<file path="src/rtl/adma_pkg.sv">
// Shared definitions for the ADMA2 descriptor fetch stage: descriptor
// field positions, action codes, FSM encoding and the decoded-descriptor struct.
package adma_pkg;

    localparam int DESC_BYTES = 8;

    // Attribute bit positions in the descriptor lo word
    localparam int BIT_VALID = 0;
    localparam int BIT_END   = 1;
    localparam int BIT_INT   = 2;
    localparam int ACT_LSB   = 4;
    localparam int LEN_LSB   = 16;

    typedef enum logic [1:0] {
        ACT_NOP  = 2'b00,
        ACT_RSVD = 2'b01,
        ACT_TRAN = 2'b10,
        ACT_LINK = 2'b11
    } act_e;

    typedef enum logic [3:0] {
        S_IDLE, S_RD_LO, S_WAIT_LO, S_RD_HI, S_WAIT_HI,
        S_DECODE, S_OUT, S_DONE, S_ERR
    } state_e;

    typedef struct packed {
        logic        valid;
        logic        last;
        logic        intr;
        act_e        act;
        logic [16:0] len;
        logic [31:0] addr;
        logic        len_err;
        logic        link_misalign;
    } desc_t;

endpackage

</file>
<file path="src/rtl/adma_desc_fetch_if.sv">
// RAM read port plus descriptor valid/ready output of the fetch stage.
// master = fetch stage side, slave = RAM / transfer engine side.
interface adma_desc_fetch_if;
    logic [63:0] ram_address;
    logic        ram_read;
    logic [31:0] ram_data;
    logic        desc_valid;
    logic        desc_ready;
    logic [31:0] desc_addr;
    logic [16:0] desc_len;
    logic        desc_int;
    logic        desc_last;

    modport master (
        output ram_address, ram_read, desc_valid, desc_addr, desc_len, desc_int, desc_last,
        input  ram_data, desc_ready
    );

    modport slave (
        input  ram_address, ram_read, desc_valid, desc_addr, desc_len, desc_int, desc_last,
        output ram_data, desc_ready
    );
endinterface

</file>
<file path="src/rtl/adma_desc_decode.sv">
// Combinational descriptor decode: lo/hi words -> attributes, length, address
// and error flags. Build option ADMA_FETCH_LEN0_64K_EN turns LEN=0 into a
// 64 KiB transfer instead of an error.
module adma_desc_decode
    import adma_pkg::*;
(
    input  logic [31:0] lo,
    input  logic [31:0] hi,
    output desc_t       d
);
    logic [15:0] len_raw;
    logic        unused_bits;

    assign unused_bits = ^{lo[15:6], lo[3]};

    // Field extraction and per-action sanity flags
    always_comb begin
        len_raw         = lo[LEN_LSB +: 16];
        d.valid         = lo[BIT_VALID];
        d.last          = lo[BIT_END];
        d.intr          = lo[BIT_INT];
        d.act           = act_e'(lo[ACT_LSB +: 2]);
        d.addr          = hi;
        d.link_misalign = (d.act == ACT_LINK) && (hi[2:0] != 3'b000);
`ifdef ADMA_FETCH_LEN0_64K_EN
        d.len           = (len_raw == 16'h0) ? 17'h10000 : {1'b0, len_raw};
        d.len_err       = 1'b0;
`else
        d.len           = {1'b0, len_raw};
        d.len_err       = (d.act == ACT_TRAN) && (len_raw == 16'h0);
`endif
    end
endmodule

</file>
<file path="src/rtl/adma_desc_fetch.sv">
// ADMA2 descriptor fetch stage. Walks the descriptor table two words at a
// time, skips NOP/reserved entries, follows LINKs and presents TRAN entries
// over valid/ready. Optional build macro: ADMA_FETCH_LEN0_64K_EN.
module adma_desc_fetch
    import adma_pkg::*;
#(
    parameter int unsigned RAM_LAT  = 1,
    parameter int unsigned MAX_DESC = 256
) (
    input  logic                    CLK,
    input  logic                    RESET_L,
    input  logic                    start,
    input  logic [63:0]             start_addr,
    input  logic                    stop,
    adma_desc_fetch_if.master       bus,
    output logic                    busy,
    output logic                    done,
    output logic                    error,
    output logic [63:0]             err_addr
);
    localparam int WW = $clog2(RAM_LAT + 1);
    localparam logic [WW-1:0] WLAST = WW'(RAM_LAT);

    state_e         state, state_n;
    logic [63:0]    a, a_n;
    logic [31:0]    lo, lo_n, hi, hi_n;
    logic [WW-1:0]  wcnt, wcnt_n;
    logic [31:0]    dcnt, dcnt_n, dcnt_inc;
    logic           err_n, go_err, guard, in_out;
    logic [63:0]    err_addr_n;
    desc_t          d;

    adma_desc_decode u_dec (.lo(lo), .hi(hi), .d(d));

    assign dcnt_inc = dcnt + 32'd1;
    assign guard    = (MAX_DESC != 0) && (dcnt_inc >= MAX_DESC);

    // State and datapath registers
    always_ff @(posedge CLK or negedge RESET_L) begin
        if (!RESET_L) begin
            state    <= S_IDLE;
            a        <= '0;
            lo       <= '0;
            hi       <= '0;
            wcnt     <= '0;
            dcnt     <= '0;
            error    <= 1'b0;
            err_addr <= '0;
        end else begin
            state    <= state_n;
            a        <= a_n;
            lo       <= lo_n;
            hi       <= hi_n;
            wcnt     <= wcnt_n;
            dcnt     <= dcnt_n;
            error    <= err_n;
            err_addr <= err_addr_n;
        end
    end

    // Next-state: stop overrides everything, including a same-cycle start
    always_comb begin
        state_n    = state;
        a_n        = a;
        lo_n       = lo;
        hi_n       = hi;
        wcnt_n     = wcnt;
        dcnt_n     = dcnt;
        err_n      = error;
        err_addr_n = err_addr;
        go_err     = 1'b0;
        if (stop) begin
            state_n = S_IDLE;
        end else begin
            case (state)
                S_IDLE, S_DONE, S_ERR: begin
                    if (state == S_DONE) state_n = S_IDLE;
                    if (start) begin
                        a_n        = start_addr;
                        dcnt_n     = '0;
                        err_n      = 1'b0;
                        err_addr_n = '0;
                        state_n    = S_RD_LO;
                        if (start_addr[2:0] != 3'b000) begin
                            state_n    = S_ERR;
                            err_n      = 1'b1;
                            err_addr_n = start_addr;
                        end
                    end
                end
                S_RD_LO: begin
                    wcnt_n  = '0;
                    state_n = S_WAIT_LO;
                end
                S_WAIT_LO: begin
                    if (wcnt == WLAST) begin
                        lo_n    = bus.ram_data;
                        state_n = S_RD_HI;
                    end else wcnt_n = wcnt + 1'b1;
                end
                S_RD_HI: begin
                    wcnt_n  = '0;
                    state_n = S_WAIT_HI;
                end
                S_WAIT_HI: begin
                    if (wcnt == WLAST) begin
                        hi_n    = bus.ram_data;
                        state_n = S_DECODE;
                    end else wcnt_n = wcnt + 1'b1;
                end
                S_DECODE: begin
                    dcnt_n = dcnt_inc;
                    if (!d.valid) go_err = 1'b1;
                    else begin
                        case (d.act)
                            ACT_TRAN: begin
                                if (d.len_err || (guard && !d.last)) go_err = 1'b1;
                                else state_n = S_OUT;
                            end
                            ACT_LINK: begin
                                if (d.link_misalign) go_err = 1'b1;
                                else if (d.last) state_n = S_DONE;
                                else if (guard) go_err = 1'b1;
                                else begin
                                    a_n     = {32'h0, d.addr};
                                    state_n = S_RD_LO;
                                end
                            end
                            default: begin
                                if (d.last) state_n = S_DONE;
                                else if (guard) go_err = 1'b1;
                                else begin
                                    a_n     = a + 64'(DESC_BYTES);
                                    state_n = S_RD_LO;
                                end
                            end
                        endcase
                    end
                end
                S_OUT: begin
                    if (bus.desc_ready) begin
                        if (d.last) state_n = S_DONE;
                        else begin
                            a_n     = a + 64'(DESC_BYTES);
                            state_n = S_RD_LO;
                        end
                    end
                end
                default: state_n = S_IDLE;
            endcase
            if (go_err) begin
                state_n    = S_ERR;
                err_n      = 1'b1;
                err_addr_n = a;
            end
        end
    end

    // Outputs decoded from state; descriptor fields are zero outside OUT
    assign in_out          = (state == S_OUT);
    assign bus.ram_read    = (state == S_RD_LO) || (state == S_RD_HI);
    assign bus.ram_address = (state == S_RD_LO) ? a :
                             (state == S_RD_HI) ? a + 64'd4 : 64'h0;
    assign bus.desc_valid  = in_out;
    assign bus.desc_addr   = in_out ? d.addr : 32'h0;
    assign bus.desc_len    = in_out ? d.len  : 17'h0;
    assign bus.desc_int    = in_out & d.intr;
    assign bus.desc_last   = in_out & d.last;
    assign busy            = !((state == S_IDLE) || (state == S_DONE) || (state == S_ERR));
    assign done            = (state == S_DONE);
endmodule

</file>
<file path="src/flat_wrapper.sv">
// flat-port wrapper written by rule: the top's interface ports become plain ports
module adma_desc_fetch_flat import adma_pkg::*;
#(
    parameter int unsigned RAM_LAT  = 1,
    parameter int unsigned MAX_DESC = 256
)
  (CLK, RESET_L, start, start_addr, stop, busy, done, error, err_addr, bus_ram_address, bus_ram_read, bus_desc_valid, bus_desc_addr, bus_desc_len, bus_desc_int, bus_desc_last, bus_ram_data, bus_desc_ready);
  adma_desc_fetch_if bus_i ();
  input  logic CLK;
  input  logic RESET_L;
  input  logic start;
  input  logic [63:0] start_addr;
  input  logic stop;
  output logic busy;
  output logic done;
  output logic error;
  output logic [63:0] err_addr;
  output wire logic [$bits(bus_i.ram_address)-1:0] bus_ram_address;
  output wire logic [$bits(bus_i.ram_read)-1:0] bus_ram_read;
  output wire logic [$bits(bus_i.desc_valid)-1:0] bus_desc_valid;
  output wire logic [$bits(bus_i.desc_addr)-1:0] bus_desc_addr;
  output wire logic [$bits(bus_i.desc_len)-1:0] bus_desc_len;
  output wire logic [$bits(bus_i.desc_int)-1:0] bus_desc_int;
  output wire logic [$bits(bus_i.desc_last)-1:0] bus_desc_last;
  input wire logic [$bits(bus_i.ram_data)-1:0] bus_ram_data;
  input wire logic [$bits(bus_i.desc_ready)-1:0] bus_desc_ready;
  assign bus_ram_address = bus_i.ram_address;
  assign bus_ram_read = bus_i.ram_read;
  assign bus_desc_valid = bus_i.desc_valid;
  assign bus_desc_addr = bus_i.desc_addr;
  assign bus_desc_len = bus_i.desc_len;
  assign bus_desc_int = bus_i.desc_int;
  assign bus_desc_last = bus_i.desc_last;
  assign bus_i.ram_data = bus_ram_data;
  assign bus_i.desc_ready = bus_desc_ready;
  adma_desc_fetch #(.RAM_LAT(RAM_LAT), .MAX_DESC(MAX_DESC)) u_core (.CLK(CLK), .RESET_L(RESET_L), .start(start), .start_addr(start_addr), .stop(stop), .bus(bus_i), .busy(busy), .done(done), .error(error), .err_addr(err_addr));
endmodule
</file>
<file path="config.mk">
export PLATFORM = sky130hd
export DESIGN_NAME = adma_desc_fetch_flat
export DESIGN_NICKNAME = d
export VERILOG_FILES = /design/src/rtl/adma_pkg.sv /design/src/rtl/adma_desc_fetch_if.sv /design/src/rtl/adma_desc_decode.sv /design/src/rtl/adma_desc_fetch.sv /design/src/flat_wrapper.sv
export SDC_FILE = /design/constraint.sdc
export NUM_CORES = 1
export LEC_CHECK = 0
export CAP_MARGIN = 15
export CORE_AREA = 2 2 210 212
export CTS_CLUSTER_DIAMETER = 50
export DETAILED_ROUTE_END_ITERATION = 12
export DIE_AREA = 0 0 212 214
export PLACE_DENSITY_LB_ADDON = 0.08
export SYNTH_ARGS = -nofsm -noshare
export SYNTH_HDL_FRONTEND = slang
export SYNTH_SLANG_ARGS = --single-unit
export TNS_END_PERCENT = 5
</file>
<file path="constraint.sdc">
create_clock -name CLK -period 4.4 [get_ports CLK]
set_input_delay 0.88 -clock CLK [delete_from_list [all_inputs] [get_ports CLK]]
set_output_delay 0.88 -clock CLK [all_outputs]
set_load 0.02 [all_outputs]
</file>
# Yosys cells after proc, flatten, opt, wreduce, memory -nomap -nowiden
# Index checks and enable logic that the tools add are counted.
# classes
n_bitwise,3
add_sub_neg,4
multipliers,0
n_shift,0
n_eq_ne,25
order_cmp,1
n_mux,51
n_reduce_logical,28
div,0
# op_table
op,n
64-bit 2-to-1 mux,15
64-bit one-hot mux with 3 select lines,1
64-bit one-hot mux with 2 select lines,1
64-bit by 3-bit adder with 64-bit output (second input constant),1
64-bit by 4-bit adder with 64-bit output (second input constant),1
32-bit 2-to-1 mux,2
32-bit one-hot mux with 2 select lines,1
4-bit 2-to-1 mux,13
32-bit by 1-bit adder with 32-bit output (second input constant),1
32-bit by 9-bit >= comparator with 1-bit output (second input constant),1
4-bit one-hot mux with 7 select lines,1
4-bit by 3-bit equality test with 1-bit output (second input constant),4
16-bit logical NOT,1
16-bit 2-to-1 mux,1
1-bit 2-to-1 mux,12
2-bit != test (second input constant),6
4-bit by 2-bit != test with 1-bit output (second input constant),3
3-bit AND reduction,4
5-bit != test (second input constant),2
10-bit AND reduction,1
3-bit nonzero test,3
4-bit by 2-bit equality test with 1-bit output (second input constant),2
4-bit one-hot mux with 2 select lines,1
2-bit nonzero test,4
20 further kinds,30
# word_totals
input_bits,101
mem_bits_ro,0
register_bits,230
latchBits,0
ram_bits,0
n_memories,0

# Logic depth before layout (Yosys ltp)
# Gate-level depths: netlist of the first run.
# depth
depth_word,11
mapped_depth,12

# By module
# From an unflattened synthesis of the first run, not the netlist that was laid out.
# unflattened
hier_cells,1690
area_unflattened_um2,15036.9
# by_module_without_submodules
mod,cells_each,area_per_inst_um2,n_inst
adma_desc_fetch,1627,14575.2,1
adma_desc_decode,63,461.7,1

# Least setup slack after synthesis of the first run
# Ideal clock, no wire load.
# synth_timing
kind,register -> output
startpoint,register u_core.a[6]
endpoint,output bus_ram_address[57]
stages_incl_launch_ff,9
slack_ns,0.667
arrival_time_ns,2.853
cell_sequence,dfrtp_1 -> buf_2 -> nand4_1 -> nor4_4 -> nand4_1 -> or4_1 -> or3_1 -> or3_1 -> a21oi_1
# synth_between
elab_chain_len,3
# synth_lines
item,line_no,source
start: declaration,adma_desc_fetch.sv:25,"logic [63:0] a, a_n;"
start signal: assignment,adma_desc_fetch.sv:51,a <= a_n;
64-bit by 3-bit adder with 64-bit output,adma_desc_fetch.sv:163,(state == S_RD_HI) ? a + 64'd4 : 64'h0;
64-bit 2-to-1 mux,adma_desc_fetch.sv:163,
64-bit 2-to-1 mux,adma_desc_fetch.sv:162,assign bus.ram_address = (state == S_RD_LO) ? a :
end: declaration,flat_wrapper.sv:18,output wire logic [$bits(bus_i.ram_address)-1:0] bus_ram_address;
# No other way between the ends.

# Worst setup path after layout of the first run
# layout_timing
startpoint,register u_core.a[3]
endpoint,output bus_ram_address[57]
# The elaborated chain is that of the path after synthesis.

==> out/metrics.yaml, run 1 <==
endpoint_kind: "output pin"
grt_antenna_before_repair: 1
die_area_um2: 45400
drc_errors: 0
syn2layout_area_growth_pct: 36.9
max-slew-margin-rel: 0.328
place_hpwl_mm: 42.1
drv_slew: 0
viasPerCell: 5.84
critPathMaxStageDelay_ps: 480
gp_congestion: 0.895
worstPathRequired_ps: 3520
hold-worst-slack_ps: 237
ant_nets: 0
clk-insertion-delay-late_ps: 550
power_density_nw_per_um2: 364
clockBufferDepth: 3
rsz0062_at_grt: "true"
cp_max_fo: 4
start_util: 0.330
timing.fmax_mhz: 228
syn-cell-area_um2: 14100
yosys_warnings: 0
io_pins: 285
htreeDepth: 2
syn_avg_cell_area_um2: 8.67
synth_edf_count: 0
synth-main-ff-cell: "dfrtp_1"
p_leak_nw: 7.92
syn_inst: 1630
numPortBuffers: 283
clk_pin_slew_ps: 50
synth_seq_area_share: 0.388
synth_nets: 1734
setup_viol: 0
min_path_type: "in -> async"
fin_skew_ps: 17.4
ir_drop_mv: 0.275
yosys.area.top_type_share: 0.388
drtIter0Drc: 1370
numCtsBuffers: 40
hold_viol: 0
synthArstFlopShare: 1.00
r2r_slack_ps: 760
period_share: 0.999
synth_cell_types: 73
critPathSlowestCell: "or4_4"
clock-root-buffer: "clkbuf_16"
grt_pass1_vias: 14500
worstRegToRegCells: 11
startpoint_type: "register"
crit_chain: "ha_1, nand2_1, nor4_4, nand4_1, or4_4, or3_1, or3_1, a21oi_1, clkdlybuf4s15_2"
worstSetupPathType: "reg -> out"
synth_area_leaders: "dfrtp_1 39%, nor2_1 4.6%, a221o_1 4.4%"
timing.rr.end: "u_core.a[61]$_DFFE_PN0P_"
routed_wl_mm: 59.8
fin_crit_ps: 4390
die_w_um: 212
drive_above_1_share: 0.146
synth-seq-cells: 219
grt_max_degree: 91
cpMostUsedCell: "or3_1"
rows: 76
routedWlPerCell_um: 23.8
cts_tree: "done"
drv_cap: 0
die_h_um: 214
status: "complete, no violations"
synth.largest_area_cell: "dfrtp_1"
core_region_area_um2: 42900
cts_sinks: 219
fin_nets: 1999
first_pass_iters: 6
grt_pass1_wl_mm: 92.7
grt_overflow: 0
worst_pin_slew_ps: 1010
track_usage: 0.263
finalPower_mw: 7.04
vias: 14600
timing.rr.start: "u_core.dcnt[0]$_DFFE_PN0P_"
arrival_ps: 3510
[synthesized netlist by cell type, types with 23 or more instances]
cell type,count
a22o_1,62
o31ai_1,48
a21oi_1,71
a221oi_1,23
nor4_1,34
o21ai_0,82
a221o_1,62
clkbuf_1,124
nand4_1,45
xor2_1,27
or3_1,30
dfrtp_1,219
nor3_1,63
nor2_1,175
nand2_1,98
and2_1,61
o21ai_1,57
nand3_1,48
mux2_2,53
xnor2_1,26
[state kept, by name, indices dropped and copies added, names as in the netlist]
register and flops:
u_core.hi 32, u_core.lo 21, u_core.error 1, u_core.a 64
u_core.wcnt 1, u_core.state 4, u_core.dcnt 32, u_core.err_addr 64
[kinds of logic after synthesis]
logic type | share of synthesized area
and+or+nand+nor | 0.227
AOI/OAI and AO/OA | 0.246
DFF | 0.388
buffers and inverters | 0.0561
muxes | 0.0475
xor gates and xnor gates | 0.0328
adders and majority gates | 0.00266
other | 0.000265
[report_power, final]
group | switching (mW) | internal (mW)
Combinational | 0.720 | 0.623
Sequential | 0.226 | 2.21
Clock | 1.15 | 2.11
[layer usage]
layer	wire (um)	share of wire	up-vias	track usage
met3	4560	0.076	90	0.0538
met5	0	0	-	0
li1	-	-	6658	-
met4	1460	0.024	0	0.0749
met2	27000	0.45	607	0.407
met1	26800	0.45	7283	0.370
[what timing repair did]
item / 4_1_cts / 5_1_grt
resized for setup: 33 / 30
setup endpoints to repair: 31 / 29
pin swaps: 3 / 2
hold buffers: 0 / 0
buffers inserted: 1 / 0
[worst max-delay path: cells and delay by family, from the launching register on]
family / cells / cell delay, ps
DFF: 1 / 350
adders and majority gates: 1 / 190
AOI/OAI and AO/OA: 1 / 210
buffers and inverters: 1 / 290
and+or+nand+nor: 6 / 1930
[through the flow]
stage	TNS [ps]	cell area, um2	cells	util	worst slack (ps)
2_1_floorplan	0	14100	1630	-	667
3_3_place_gp	0	17800	2437	0.416	221
3_5_place_dp	0	17800	2437	0.416	177
4_1_cts	-234	19300	2506	0.449	-133
5_1_grt	-638	19300	2507	0.451	-124
6_report	0	19300	2507	0.451	6.44
[placed cells by master (no fill, tap or decap), types with 6 or more instances in the layout]
| cell | Yosys | layout |
|---|---|---|
| a22oi_1 | 6 | 6 |
| nor4_1 | 34 | 29 |
| xor2_1 | 27 | 27 |
| nor3b_1 | 8 | 7 |
| dfrtp_1 | 219 | 215 |
| a31oi_1 | 6 | 6 |
| nor3_2 | 0 | 6 |
| bufinv_16 | 0 | 6 |
| nor3_1 | 63 | 57 |
| or2_2 | 8 | 9 |
| or3_1 | 30 | 30 |
| a21oi_1 | 71 | 67 |
| dlymetal6s2s_1 | 0 | 10 |
| clkdlybuf4s50_1 | 0 | 256 |
| and3_1 | 17 | 16 |
| a221o_1 | 62 | 62 |
| a222oi_1 | 8 | 8 |
| a22o_1 | 62 | 62 |
| a21o_1 | 18 | 18 |
| and4_1 | 7 | 7 |
| dlygate4sd2_1 | 0 | 13 |
| xnor2_1 | 26 | 26 |
| mux2_2 | 53 | 53 |
| nor2_1 | 175 | 166 |
| buf_4 | 6 | 98 |
| clkbuf_16 | 0 | 41 |
| o21ai_0 | 82 | 81 |
| o31ai_1 | 48 | 48 |
| nor2_2 | 0 | 7 |
| inv_6 | 0 | 6 |
| mux2i_1 | 6 | 6 |
| nand3_1 | 48 | 47 |
| inv_1 | 14 | 14 |
| nand4_1 | 45 | 45 |
| nand2_1 | 98 | 98 |
| o21ai_1 | 57 | 58 |
| a221oi_1 | 23 | 23 |
| or4_1 | 9 | 8 |
| and2_1 | 61 | 60 |
[layout make-up]
class                   instances  area, um2
clock buffers                  46       1070
clock inverters                22        299
multi-input cells            1234       8030
flip-flops and latches        219       5490
well taps                     585        732
diodes                          1       2.50
fillers                      4236      23500
repair buffers                386       3660
inverters                      14       52.6
[worst max path at each step]
stage / startpoint / end / slack (ps)
after floorplan: u_core.a[6]$_DFFE_PN0P_ / bus_ram_address[57] / 670
after global placement: u_core.a[3]$_DFFE_PN0P_ / bus_ram_address[45] / 220
after detailed placement: u_core.a[33]$_DFFE_PN0P_ / bus_ram_address[56] / 180
after CTS: u_core.a[6]$_DFFE_PN0P_ / bus_ram_address[61] / -130
after global routing: u_core.a[33]$_DFFE_PN0P_ / bus_ram_address[56] / -120
final: u_core.a[3]$_DFFE_PN0P_ / bus_ram_address[57] / 6
No activity file was read; power rests on OpenSTA's default activity.
==> run 2, diff against run 1 <==
==> constraint.sdc (replaced) <==
create_clock -name CLK -period 5.67 [get_ports CLK]
set_input_delay 1.134 -clock CLK [delete_from_list [all_inputs] [get_ports CLK]]
set_output_delay 1.134 -clock CLK [all_outputs]
set_load 0.005 [all_outputs]
==> run 2 against run 1 <==
Final area shrank 4.5%. Sequential cell count unchanged. Utilization shrank 2.0 points. Global-route usage fell by 0.74 points. Critical path type unchanged.
==> out/metrics.yaml, run 2 (same netlist as run 1, synthesis figures left out) <==
status: "complete, no violations"
min_path_type: "reg -> reg"
grt_antenna_before_repair: 1  # unchanged
fin_nets: 1918  # -4.1%
p_leak_nw: 7.19  # -9.2%
viasPerCell: 5.81  # -0.51%
cp_max_fo: 11  # +7
rows: 76  # unchanged
ant_nets: 0  # unchanged
routed_wl_mm: 58.6  # -2.0%
worstSetupPathType: "reg -> out"
cts_sinks: 219  # unchanged
multiInputGateArea_um2: 7920  # -1.4%
stdcell_area_um2: 18500  # -4.5%
fin_crit_ps: 5470
core_region_area_um2: 42900  # unchanged
start_util: 0.330  # unchanged
final-seq-area_um2: 5480  # about the same
power_density_nw_per_um2: 272  # -25%
hold_buffers: 0  # unchanged
fin_skew_ps: 26.4  # +8.94 ps
routedWlPerCell_um: 24.1  # +1.2%
drv_cap: 0  # unchanged
place_area_um2: 17200  # -3.4%
startpoint_type: "register"
die_h_um: 214  # unchanged
grt_max_degree: 127  # +40%
fin_setup_tns_ps: 0  # unchanged
hold-worst-slack_ps: 505  # +267 ps
setup_viol: 0  # unchanged
rsz0062_at_grt: "false"
drc_errors: 0  # unchanged
clockBufferDepth: 3  # unchanged
drive_above_1_share: 0.0913  # -0.0545
grt_overflow: 0  # unchanged
max-slew-margin-rel: 0.293  # -0.0352
drv_slew: 0  # unchanged
grt_pass1_wl_mm: 89.9  # -3.0%
htreeDepth: 2  # unchanged
track_usage: 0.256  # -0.00739
cts_tree: "done"
grt_pass1_vias: 13900  # -4.5%
setup_slack_ps: 200  # +194 ps
syn2layout_area_growth_pct: 30.7
hold_viol: 0  # unchanged
endpoint_kind: "output pin"
reg.largest.list: "u_core.a x64, u_core.err_addr x64"
period_share: 0.965
dp_slack_ps: 660  # +484 ps
clock-root-buffer: "clkbuf_16"
io_pins: 285  # unchanged
r2r_slack_ps: 1530  # +770 ps
final_common_cell: "clkdlybuf4s50_1"
worst_pin_slew_ps: 1060  # +55.2 ps
clk_pin_slew_ps: 60  # about the same
worstPathRequired_ps: 4540  # +1020 ps
numPortBuffers: 283  # unchanged
die_w_um: 212  # unchanged
numCtsBuffers: 36  # -10%
ir_drop_mv: 0.152  # -45%
layout_common_cells: "282 x clkdlybuf4s50_1, 219 x dfrtp_1, 172 x nor2_1"
first_pass_iters: 8  # +2
place_hpwl_mm: 40.4  # -4.1%
vias: 14100  # -3.7%
drtIter0Drc: 1429  # +4.3%
clk-insertion-delay-late_ps: 550  # about the same
arrival_ps: 4340  # +830 ps
stdcell_count: 2427  # -3.2%
place_inst: 2360  # -3.2%
gp_congestion: 0.871  # -2.6%
fillerInstances: 4301  # +1.5%
timing.fmax_mhz: 183
die_area_um2: 45400  # unchanged
-- run 2: cell count changes in the layout (fill, tap and decap cells not counted), sizes merged --
cell	before	now
clkbuf	48	46
clkdlybuf4s50	256	282
buf	104	27
clkinv	5	6
clkdlybuf4s15	1	0
dlymetal6s2s	10	0
dlygate4sd2	13	0
inv	21	19
bufinv	6	4
-- run 2: power by group --
part           internal (mW)  switching, mW
Clock                   1.44          0.844
Sequential              1.71          0.271
Combinational          0.413          0.344
-- run 2: cell type report --
type,count,share of cell area
Clock buffer,46,0.0541
Sequential cell,219,0.297
Tap cell,585,0.0396
Clock inverter,19,0.0123
Multi-Input combinational cell,1234,0.429
Antenna cell,1,0.000135
Timing Repair Buffer,309,0.166
Inverter,14,0.00284
-- run 2: final timing paths --
kind	to	depth (start not counted)	start
worst max-delay path	bus_ram_address[57]	9	u_core.a[3]$_DFFE_PN0P_
min in group asynchronous	u_core.dcnt[29]$_DFFE_PN0P_	1	RESET_L
worst min-delay path	u_core.lo[2]$_DFFE_PN0P_	1	u_core.lo[2]$_DFFE_PN0P_
worst max register to register	u_core.err_addr[58]$_DFFE_PN0P_	9	u_core.dcnt[8]$_DFFE_PN0P_
max in group asynchronous	u_core.a[14]$_DFFE_PN0P_	2	RESET_L
worst min register to register	u_core.lo[2]$_DFFE_PN0P_	1	u_core.lo[2]$_DFFE_PN0P_
-- run 2: per-layer routing --
layer,wire [um],GRT usage,share of wire
met5,0,0,0
met4,1260,0.0676,0.022
met3,4400,0.0529,0.075
met2,26600,0.395,0.45
met1,26300,0.361,0.45
-- run 2: critical path: stages, from the launching register on --
cell	delay [ps]
dfrtp_1	550
ha_1	300
nand2_1	140
nor4_4	490
nand4_1	260
or4_1	590
or3_1	410
or3_1	320
a21oi_1	180
clkdlybuf4s50_1	540
-- run 2: what timing repair did --
| item | in CTS | in global routing |
|---|---|---|
| endpoints found under the setup margin | 0 | 2 |
| resized for setup | 0 | 1 |
| buffers inserted | 0 | 1 |
-- run 2: metrics by stage --
stage / power (mW) / util
floorplan: 2.32 / -
global placement: 2.75 / 0.402
detailed placement: 2.76 / 0.402
CTS: 5.07 / 0.430
global route: 5.23 / 0.431
finish: 5.03 / 0.431
==> run 3, diff against run 2 <==
--- a/config.mk
+++ b/config.mk
@@ -6,10 +6,10 @@
 export NUM_CORES = 1
 export LEC_CHECK = 0
 export CAP_MARGIN = 15
-export CORE_AREA = 2 2 210 212
+export CORE_AREA = 2 2 191 193
 export CTS_CLUSTER_DIAMETER = 50
 export DETAILED_ROUTE_END_ITERATION = 12
-export DIE_AREA = 0 0 212 214
+export DIE_AREA = 0 0 193 195
 export PLACE_DENSITY_LB_ADDON = 0.08
 export SYNTH_ARGS = -nofsm -noshare
 export SYNTH_HDL_FRONTEND = slang
==> run 3 against run 2 <==
Worst hold slack got worse by 8.6 ps. Clock power hardly changed. Critical path depth up 1. Cell count is 5.4% lower. Global-route usage increased by 3.2 points. Critical endpoint unchanged.
==> out/metrics.yaml, run 3 (same netlist as run 1, synthesis figures left out) <==
top_usage_layer: "met2"
cp_top_family: "simple AND/OR/NAND/NOR gates"
clk_pin_slew_ps: 50  # about the same
fin_setup_tns_ps: 0  # unchanged
die_area_um2: 37600  # -17%
post_cts_buffers: 0  # unchanged
critPathMaxStageDelay_ps: 570  # -20 ps
routedWlPerCell_um: 23.8  # -1.3%
routed_wl_mm: 54.7  # -6.6%
syn2layout_area_growth_pct: 29.4
hold_viol: 0  # unchanged
grt_max_degree: 118  # -7.1%
worstSetupEndpoint: "bus_ram_address[57]"
layout_common_cells: "282 x clkdlybuf4s50_1, 219 x dfrtp_1, 172 x nor2_1"
crit_chain: "ha_1, nand2_1, nor4_4, buf_4, nand4_1, or4_1, or3_1, or3_1, a21oi_1, clkdlybuf4s50_1"
arrival_ps: 4220  # -120 ps
path_buf_inv: 2  # +1
grt_pass1_vias: 13800  # -0.68%
rows: 69  # -9.2%
worst_pin_slew_ps: 1120  # +58.4 ps
final_util: 0.517  # +0.0860
first_pass_iters: 6  # -2
cp_max_fo: 11  # unchanged
place_hpwl_mm: 36.9  # -8.7%
numCtsBuffers: 34  # -5.6%
grt_pass1_wl_mm: 84.1  # -6.4%
clk-insertion-delay-late_ps: 540  # about the same
cts_sinks: 219  # unchanged
worstPathRequired_ps: 4540  # about the same
grt_overflow: 0  # unchanged
critPathSlowestCell: "or4_1"
drtIter0Drc: 1471  # +2.9%
drive_above_1_share: 0.0888  # -0.00243
reg.largest.list: "u_core.a x64, u_core.err_addr x64"
grt.met2_usage: 0.428  # +0.0329
min_path_type: "reg -> reg"
rsz0062_at_grt: "false"
track_usage: 0.288  # +0.0320
clockBufferDepth: 3  # unchanged
start_util: 0.399  # +0.0697
fin_crit_ps: 5360  # -112 ps
hold_buffers: 0  # unchanged
met3_usage: 0.0649  # +0.0120
setup_viol: 0  # unchanged
numPortBuffers: 283  # unchanged
vias: 14200  # +0.55%
die_w_um: 193  # -9.0%
power_density_nw_per_um2: 274  # +0.75%
io_pins: 285  # unchanged
ir_drop_mv: 0.263  # +73%
endpoint_kind: "output pin"
final_common_cell: "clkdlybuf4s50_1"
post_cts_resized: 0  # unchanged
htreeDepth: 2  # unchanged
drv_slew: 0  # unchanged
startpoint_type: "register"
clock-root-buffer: "clkbuf_16"
timing.rr.start: "u_core.dcnt[8]$_DFFE_PN0P_"
worstRegToRegCells: 9  # unchanged
grt_use_met1: 0.407  # +0.0455
timing.rr.end: "u_core.err_addr[9]$_DFFE_PN0P_"
die_h_um: 195  # -8.9%
ant_nets: 0  # unchanged
crit_start: "u_core.a[3]$_DFFE_PN0P_"
drc_errors: 0  # unchanged
cts_tree: "done"
status: "complete, no violations"
antennaDiodeCount: 0  # -1
p_leak_nw: 7.19  # about the same
drv_cap: 0  # unchanged
r2r_slack_ps: 1510  # -20 ps
path_depth: 10  # +1
grt_antenna_before_repair: 1  # unchanged
worstSetupPathType: "reg -> out"
gp_congestion: 0.945  # +8.5%
viasPerCell: 6.17  # +6.3%
cpMostUsedCell: "or3_1"
core_region_area_um2: 35400  # -17%
max-slew-margin-rel: 0.254  # -0.0389
fin_nets: 1916  # -0.10%
fin_skew_ps: 25.7  # -0.616 ps
period_share: 0.945  # -0.0198
timing.fmax_mhz: 187  # +2.1%
[run 3: per-stage QoR]
stage / hold slack (ps) / std cells / setup slack, ps / instance area, um2 / power [mW]
finish: 496 / 2296 / 312 / 18300 / 5.01
detailed placement: 486 / 2237 / 947 / 17100 / 2.74
global placement: 484 / 2237 / 995 / 17100 / 2.74
global route: 530 / 2296 / 141 / 18300 / 5.21
CTS: 501 / 2296 / 368 / 18300 / 5.04
floorplan: 471 / 1630 / 1890 / 14100 / 2.32
[run 3: power by group]
part / total (mW) / switching [mW] / internal [mW] / leakage [nW]
Clock: 2.28 / 0.818 / 1.46 / 0.591
Combinational: 0.754 / 0.341 / 0.413 / 3.74
Sequential: 1.98 / 0.265 / 1.71 / 2.85
Total: 5.01 / 1.42 / 3.59 / 7.19
[run 3: per-layer routing]
metal / share of wire / vias up
met3: 0.092 / 109
met4: 0.038 / 2
met1: 0.43 / 6905
met5: 0.00020 / -
li1: - / 6476
met2: 0.44 / 684
[run 3: worst min-delay path by stage]
stage / startpoint / cells after the start / end / slack (ps)
after detailed placement: u_core.error$_DFFE_PN0P_ / 1 / u_core.error$_DFFE_PN0P_ / 490
after floorplan: u_core.lo[2]$_DFFE_PN0P_ / 1 / u_core.lo[2]$_DFFE_PN0P_ / 470
after global routing: u_core.error$_DFFE_PN0P_ / 1 / u_core.error$_DFFE_PN0P_ / 530
after global placement: u_core.lo[2]$_DFFE_PN0P_ / 1 / u_core.lo[2]$_DFFE_PN0P_ / 480
after CTS: u_core.lo[2]$_DFFE_PN0P_ / 1 / u_core.lo[2]$_DFFE_PN0P_ / 500
final: u_core.lo[2]$_DFFE_PN0P_ / 1 / u_core.lo[2]$_DFFE_PN0P_ / 500
[run 3: area by class of cell]
| type | instances | area, um2 |
|---|---|---|
| well taps | 461 | 577 |
| clock buffers | 42 | 942 |
| flip-flops and latches | 219 | 5480 |
| inverters | 14 | 52.6 |
| fillers | 3284 | 17100 |
| multi-input cells | 1234 | 7910 |
| repair buffers | 309 | 3060 |
| clock inverters | 17 | 270 |
[run 3: worst reg2reg max path, delay by kind of cell (launching register included)]
kind            cells  cell delay, ps
simple gates        4            1760
compound gates      3            1230
flops               1             540
buf+inv             1             430
mux                 1             140
